`src/rtl/alu_pkg.sv`:
```
// alu_pkg: shared widths, stage-count helper and result flag type for the ALU adders
package alu_pkg;
   localparam int DEF_WIDTH = 32;
   localparam int DEF_CHUNK = 8;
   typedef struct packed {
      logic cout;
      logic ovf;
      logic zero;
   } add_flags_t;
   function automatic int stages_f(input int width, input int chunk);
      return width / chunk;
   endfunction
endpackage

```
`src/rtl/pipelined_adder_if.sv`:
```
// pipelined_adder_if: operand/result valid-ready bus of the pipelined adder
interface pipelined_adder_if
   import alu_pkg::*;
#(
   parameter int WIDTH = DEF_WIDTH
);
   logic             in_valid;
   logic             in_ready;
   logic             in_sub;
   logic             in_cin;
   logic [WIDTH-1:0] in1;
   logic [WIDTH-1:0] in2;
   logic             out_valid;
   logic             out_ready;
   logic [WIDTH-1:0] out_sum;
   logic             out_cout;
   logic             out_ovf;
   logic             out_zero;
   modport master (
      output in_valid, in_sub, in_cin, in1, in2, out_ready,
      input  in_ready, out_valid, out_sum, out_cout, out_ovf, out_zero
   );
   modport slave (
      input  in_valid, in_sub, in_cin, in1, in2, out_ready,
      output in_ready, out_valid, out_sum, out_cout, out_ovf, out_zero
   );
endinterface

```
`src/rtl/adder_chunk.sv`:
```
// adder_chunk: combinational N-bit carry-lookahead slice
module adder_chunk
   import alu_pkg::*;
#(
   parameter int N = DEF_CHUNK
) (
   input  logic         cin,
   input  logic [N-1:0] a,
   input  logic [N-1:0] b,
   output logic         cout,
   output logic [N-1:0] sum
);
   logic [N-1:0] g, p;
   logic [N:0]   c;
   logic         t;
   assign g = a & b;
   assign p = a ^ b;
   // each carry is expanded from cin independently rather than taken from its neighbour
   always_comb begin
      c = '0;
      t = 1'b0;
      for (int i = 0; i <= N; i++) begin
         t = cin;
         for (int j = 0; j < i; j++) t = g[j] | (p[j] & t);
         c[i] = t;
      end
   end
   assign sum  = p ^ c[N-1:0];
   assign cout = c[N];
endmodule

```
`src/rtl/pipelined_adder.sv`:
```
// pipelined_adder: WIDTH-bit add/sub, one CHUNK slice per stage, valid/ready with full backpressure
// Define PIPELINED_ADDER_SAT_EN to saturate the result on signed overflow.
module pipelined_adder
   import alu_pkg::*;
#(
   parameter int WIDTH = DEF_WIDTH,
   parameter int CHUNK = DEF_CHUNK
) (
   input logic               clk,
   input logic               rst_n,
   pipelined_adder_if.slave  bus
);
   localparam int STAGES = stages_f(WIDTH, CHUNK);
   logic adv;
   assign adv          = bus.out_ready | ~bus.out_valid;
   assign bus.in_ready = adv;
   for (genvar k = 0; k < STAGES; k++) begin : g_st
      localparam int LO = k * CHUNK;
      localparam int HI = LO + CHUNK;
      logic [WIDTH-1:LO] a_i, b_i;
      logic [HI-1:0]     s_n;
      logic [CHUNK-1:0]  sl;
      logic              c_i, v_i, co;
      if (k == 0) begin : g_first
         assign a_i = bus.in1;
         assign b_i = bus.in_sub ? ~bus.in2 : bus.in2;
         assign c_i = bus.in_sub | bus.in_cin;
         assign v_i = bus.in_valid;
         assign s_n = sl;
      end else begin : g_next
         assign a_i = g_st[k-1].g_reg.a_q;
         assign b_i = g_st[k-1].g_reg.b_q;
         assign c_i = g_st[k-1].g_reg.c_q;
         assign v_i = g_st[k-1].g_reg.v_q;
         assign s_n = {sl, g_st[k-1].g_reg.s_q};
      end
      adder_chunk #(.N(CHUNK)) u_chunk (
         .cin  (c_i),
         .a    (a_i[LO +: CHUNK]),
         .b    (b_i[LO +: CHUNK]),
         .cout (co),
         .sum  (sl)
      );
      if (k < STAGES - 1) begin : g_reg
         // only the not-yet-added operand slices travel on; finished sum slices accumulate
         logic [WIDTH-1:HI] a_q, b_q;
         logic [HI-1:0]     s_q;
         logic              c_q, v_q;
         always_ff @(posedge clk)
            if (!rst_n) v_q <= 1'b0;
            else if (adv) begin
               v_q <= v_i;
               c_q <= co;
               a_q <= a_i[WIDTH-1:HI];
               b_q <= b_i[WIDTH-1:HI];
               s_q <= s_n;
            end
      end else begin : g_out
         logic             ovf;
         logic [WIDTH-1:0] res;
         add_flags_t       flags_q;
         assign ovf = (a_i[WIDTH-1] == b_i[WIDTH-1]) & (s_n[WIDTH-1] != a_i[WIDTH-1]);
`ifdef PIPELINED_ADDER_SAT_EN
         assign res = ovf ? {a_i[WIDTH-1], {(WIDTH-1){~a_i[WIDTH-1]}}} : s_n;
`else
         assign res = s_n;
`endif
         always_ff @(posedge clk)
            if (!rst_n) begin
               bus.out_valid <= 1'b0;
               bus.out_sum   <= '0;
               flags_q       <= '0;
            end else if (adv) begin
               bus.out_valid <= v_i;
               bus.out_sum   <= res;
               flags_q       <= '{cout: co, ovf: ovf, zero: ~|res};
            end
         assign bus.out_cout = flags_q.cout;
         assign bus.out_ovf  = flags_q.ovf;
         assign bus.out_zero = flags_q.zero;
      end
   end
endmodule

```
`src/flat_wrapper.sv`:
```
// flat-port wrapper written by rule: the top's interface ports become plain ports
module pipelined_adder_flat import alu_pkg::*;
#(
   parameter int WIDTH = DEF_WIDTH,
   parameter int CHUNK = DEF_CHUNK
)
  (clk, rst_n, bus_in_valid, bus_in_sub, bus_in_cin, bus_in1, bus_in2, bus_out_ready, bus_in_ready, bus_out_valid, bus_out_sum, bus_out_cout, bus_out_ovf, bus_out_zero);
  pipelined_adder_if #(.WIDTH(WIDTH)) bus_i ();
  input logic clk;
  input logic rst_n;
  input wire logic [$bits(bus_i.in_valid)-1:0] bus_in_valid;
  input wire logic [$bits(bus_i.in_sub)-1:0] bus_in_sub;
  input wire logic [$bits(bus_i.in_cin)-1:0] bus_in_cin;
  input wire logic [$bits(bus_i.in1)-1:0] bus_in1;
  input wire logic [$bits(bus_i.in2)-1:0] bus_in2;
  input wire logic [$bits(bus_i.out_ready)-1:0] bus_out_ready;
  output wire logic [$bits(bus_i.in_ready)-1:0] bus_in_ready;
  output wire logic [$bits(bus_i.out_valid)-1:0] bus_out_valid;
  output wire logic [$bits(bus_i.out_sum)-1:0] bus_out_sum;
  output wire logic [$bits(bus_i.out_cout)-1:0] bus_out_cout;
  output wire logic [$bits(bus_i.out_ovf)-1:0] bus_out_ovf;
  output wire logic [$bits(bus_i.out_zero)-1:0] bus_out_zero;
  assign bus_i.in_valid = bus_in_valid;
  assign bus_i.in_sub = bus_in_sub;
  assign bus_i.in_cin = bus_in_cin;
  assign bus_i.in1 = bus_in1;
  assign bus_i.in2 = bus_in2;
  assign bus_i.out_ready = bus_out_ready;
  assign bus_in_ready = bus_i.in_ready;
  assign bus_out_valid = bus_i.out_valid;
  assign bus_out_sum = bus_i.out_sum;
  assign bus_out_cout = bus_i.out_cout;
  assign bus_out_ovf = bus_i.out_ovf;
  assign bus_out_zero = bus_i.out_zero;
  pipelined_adder #(.WIDTH(WIDTH), .CHUNK(CHUNK)) u_core (.clk(clk), .rst_n(rst_n), .bus(bus_i));
endmodule
```
`config.mk`:
```
export PLATFORM = sky130hd
export DESIGN_NAME = pipelined_adder_flat
export DESIGN_NICKNAME = d
export VERILOG_FILES = /design/src/rtl/alu_pkg.sv /design/src/rtl/pipelined_adder_if.sv /design/src/rtl/adder_chunk.sv /design/src/rtl/pipelined_adder.sv /design/src/flat_wrapper.sv
export SDC_FILE = /design/constraint.sdc
export NUM_CORES = 1
export LEC_CHECK = 0
export ABC_AREA = 0
export CAP_MARGIN = 10
export CORE_ASPECT_RATIO = 1.25
export CORE_MARGIN = 10
export CORE_UTILIZATION = 45
export DETAILED_ROUTE_END_ITERATION = 8
export PLACE_DENSITY = 0.69
export SLEW_MARGIN = 20
export SYNTH_ARGS = -nofsm -noshare
export SYNTH_HDL_FRONTEND = slang
export SYNTH_SLANG_ARGS = --single-unit
```
`constraint.sdc`:
```
create_clock -name clk -period 5.25 [get_ports clk]
set_clock_uncertainty 0.05 [all_clocks]
set_input_delay 0.525 -clock clk [delete_from_list [all_inputs] [get_ports clk]]
set_output_delay 0.525 -clock clk [all_outputs]
set_load 0.005 [all_outputs]
```
==> key figures <==
Synthesis
  – Largest family of logic cells by synthesized area: adder cells
  – Synth Area in Adders: 0.09074
  – Syn avg cell area: 16.62 um^2
  – Library cells used by synthesis: 26
  – Main synth FF type: edfxtp_1
  – Synth top area share: 0.6132
  – Synth Area in Simple Gates: 0.05145
  – Mapped Cells: 433
  – Largest cells by area after synthesis: edfxtp_1, dfxtp_1, fa_1, a21boi_2, nand2_1
  – Post-Synth XOR/XNOR Area: 0.04015
  – Seq/Total Area, Yosys: 0.7217
  – Largest area contributor in the netlist: edfxtp_1
  – #FFs+latches synth: 186
  – Post-synth EDFFs: 147
  – Post-synthesis compound-gate area fraction: 0.05667
  – Most frequent cell after synthesis: edfxtp_1
  – Syn_nets: 536
  – Yosys warns: 0
  – Synth async-reset ratio: 0
  – Top cells by count, synth: edfxtp_1, nand2_1, dfxtp_1, inv_1, fa_1
  – Mux share of post-synthesis cell area: 0
  – Post-Syn Area: 7198 um^2

Global routing
  – First-pass GRT wire length: 19.26 mm
  – Total track usage: 0.1135
  – Number of global-route vias before repair: 3,786
  – Initial antenna violation count: 1
  – GR Overflow Total: 0
  – Largest net degree at the start of global routing: 100

Hold path
  – Hold Path Class: reg2reg
  – Hold path depth: 0

Route
  – Post-route DRC: 0
  – Drt total wl: 11.52 mm
  – DRT antenna net count: 0
  – Via count: 3,490
  – Drt initial violations: 177
  – Drt via density: 4.527
  – DR WL/cell: 14.94 um
  – 1st-pass router iterations: 4

Clock network
  – Skew-Pair Late Insertion Delay: 0.42 ns
  – Htree depth: 4
  – Clk buf depth: 2
  – TritonCTS clock tree: yes
  – Num CTS Buffers: 17
  – Post-CTS Setup Bufs: 0
  – Post-CTS Hold Buffers: 0
  – Resized Gates After CTS: 0
  – Clock-pin transition on the worst setup and hold timing paths: 0.06 ns
  – Clk sink count: 186
  – Clock root buffer: clkbuf_16

Floorplanning
  – CORE AREA: 15,630 um^2
  – Die X: 133.1 um
  – Die height: 161.4 um
  – Initial Util: 0.4604
  – DIE AREA: 21,490 um^2
  – Boundary pin count: 107
  – Site row count: 51

Finish
  – Final #Nets: 648
  – Fin cells: 771
  – Syn-to-layout area delta: 25.31%
  – Share of layout cells above drive strength 1: 0.1201

Timing
  – Slew Viols, Final: 0
  – Worst-Margin Slew: 0.8911 ns
  – Relative slew slack: 0.4047
  – Setup TNS: 0 ns
  – Final min period: 4.877 ns
  – Hold Fails Final Rpt: 0
  – Final period util: 0.9289
  – RSZ-0062 raised after global routing: no
  – Highest clock rate: 0.2050 GHz
  – Setup violations, final: 0

Setup path
  – Critical path depth: 12
  – CP delay by family, top: adder cells
  – Worst Path Buf+Inv: 1
  – CP max-delay cell: fa_1
  – WP data arrival: 5.19 ns
  – Critical path cell sequence: fa_1 > fa_1 > fa_1 > fa_1 > fa_1 > fa_1 > fa_1 > inv_1 > fa_1 > xor2_1 > or3_1 > a21boi_2
  – Crit end category: register
  – Most used cell, CP: fa_1
  – CP Max Fanout: 3
  – Worst setup SP type: register
  – Setup Crit Path Kind: reg2reg
  – CP Data Required Time: 5.57 ns
  – Max incr delay on CP: 0.49 ns
  – Worst R2R Path Depth: 12

Power and ir drop
  – Power per cell area: 377.1 nW/um^2
  – Peak VDD IR: 0.2076 mV
  – Pleak: 3.347 nW

Status
  – Outcome: completed

Placement
  – Routability Congestion: 0.7266
  – Port buffer count: 106
  – DP Wirelength: 8.321 mm
  – Post-Place Cells: 738

Job
  – Max Cap Viol: 0
==> metrics by stage <==
| stage | hold slack [ns] | util | setup WS (ns) | instance area (um^2) | total power [mW] |
|---|---|---|---|---|---|
| 3_3_place_gp | 0.3505 | 0.5384 | 0.4132 | 8417 | 2.153 |
| 3_5_place_dp | 0.3545 | 0.5384 | 0.3369 | 8417 | 2.172 |
| 2_1_floorplan | 0.3503 | - | 0.5418 | 7198 | 2.000 |
| 6_report | 0.3671 | 0.5770 | 0.3731 | 9020 | 3.402 |
| 5_1_grt | 0.3699 | 0.5768 | 0.1469 | 9017 | 3.558 |
| 4_1_cts | 0.3602 | 0.5766 | 0.3184 | 9014 | 3.450 |
==> layer usage <==
metal,share of wire,global-route usage,wire [um]
met5,0,0,0
met1,0.42,0.1319,4784
met2,0.51,0.1837,5902
met3,0.047,0.03818,541
met4,0.025,0.05748,291
==> logic make-up after synthesis <==
family	count (synthesis)
compound gates	39
xor+xnor	33
fa+ha+maj	33
buf+inv	56
flops	186
simple gates	86
==> state kept, by name, summed over array words and instances, names as in the netlist <==
signal,cells
u_core.bus.out_cout,1
u_core.bus.out_ovf,1
u_core.bus.out_sum,32
u_core.bus.out_valid,1
u_core.bus.out_zero,1
u_core.g_st.g_reg.a_q,48
u_core.g_st.g_reg.b_q,48
u_core.g_st.g_reg.c_q,3
u_core.g_st.g_reg.s_q,48
u_core.g_st.g_reg.v_q,3
==> power by group <==
part / total [mW] / switching [mW] / internal, mW
Sequential: 1.81 / 0.0546 / 1.76
Combinational: 0.323 / 0.148 / 0.175
Clock: 1.27 / 0.518 / 0.751
==> area by class of cell <==
cell class              count  area, um^2
multi-input cells         191        1720
repair buffers            109        1082
flip-flops and latches    186        5195
clock inverters            14       167.7
clock buffers              18       429.2
well taps                 212       265.3
diodes                      1       2.502
fillers                  1244        6614
inverters                  40       157.7
==> path summary, 6_finish.rpt <==
kind                                     from                          end  slack (ns)
setup / recovery     u_core.g_st[2].g_reg.c_q           u_core.bus.out_ovf        0.37
hold / removal    u_core.g_st[0].g_reg.s_q[5]  u_core.g_st[1].g_reg.s_q[5]        0.37
setup reg to reg     u_core.g_st[2].g_reg.c_q           u_core.bus.out_ovf        0.37
hold reg to reg   u_core.g_st[0].g_reg.s_q[5]  u_core.g_st[1].g_reg.s_q[5]        0.37
==> worst reg2reg max path: cells and delay by family (launching register included) <==
kind                       cells  cell delay (ns)
DFF                            1             0.40
adders and majority gates      8             3.69
AOI/OAI and AO/OA              1             0.13
and+or+nand+nor                1             0.33
buffers and inverters          1             0.08
xor gates and xnor gates       1             0.15
==> placed cells by master (no fill, tap or decap), drive strengths merged, types with 4 or more instances in the layout <==
cell,instances
inv,44
buf,4
clkinv,6
xnor2,7
nor4,7
clkbuf,18
fa,32
a21boi,35
clkdlybuf4s50,105
edfxtp,147
nand2,72
xor2,26
dfxtp,39
(Power assumes the default switching activity.)
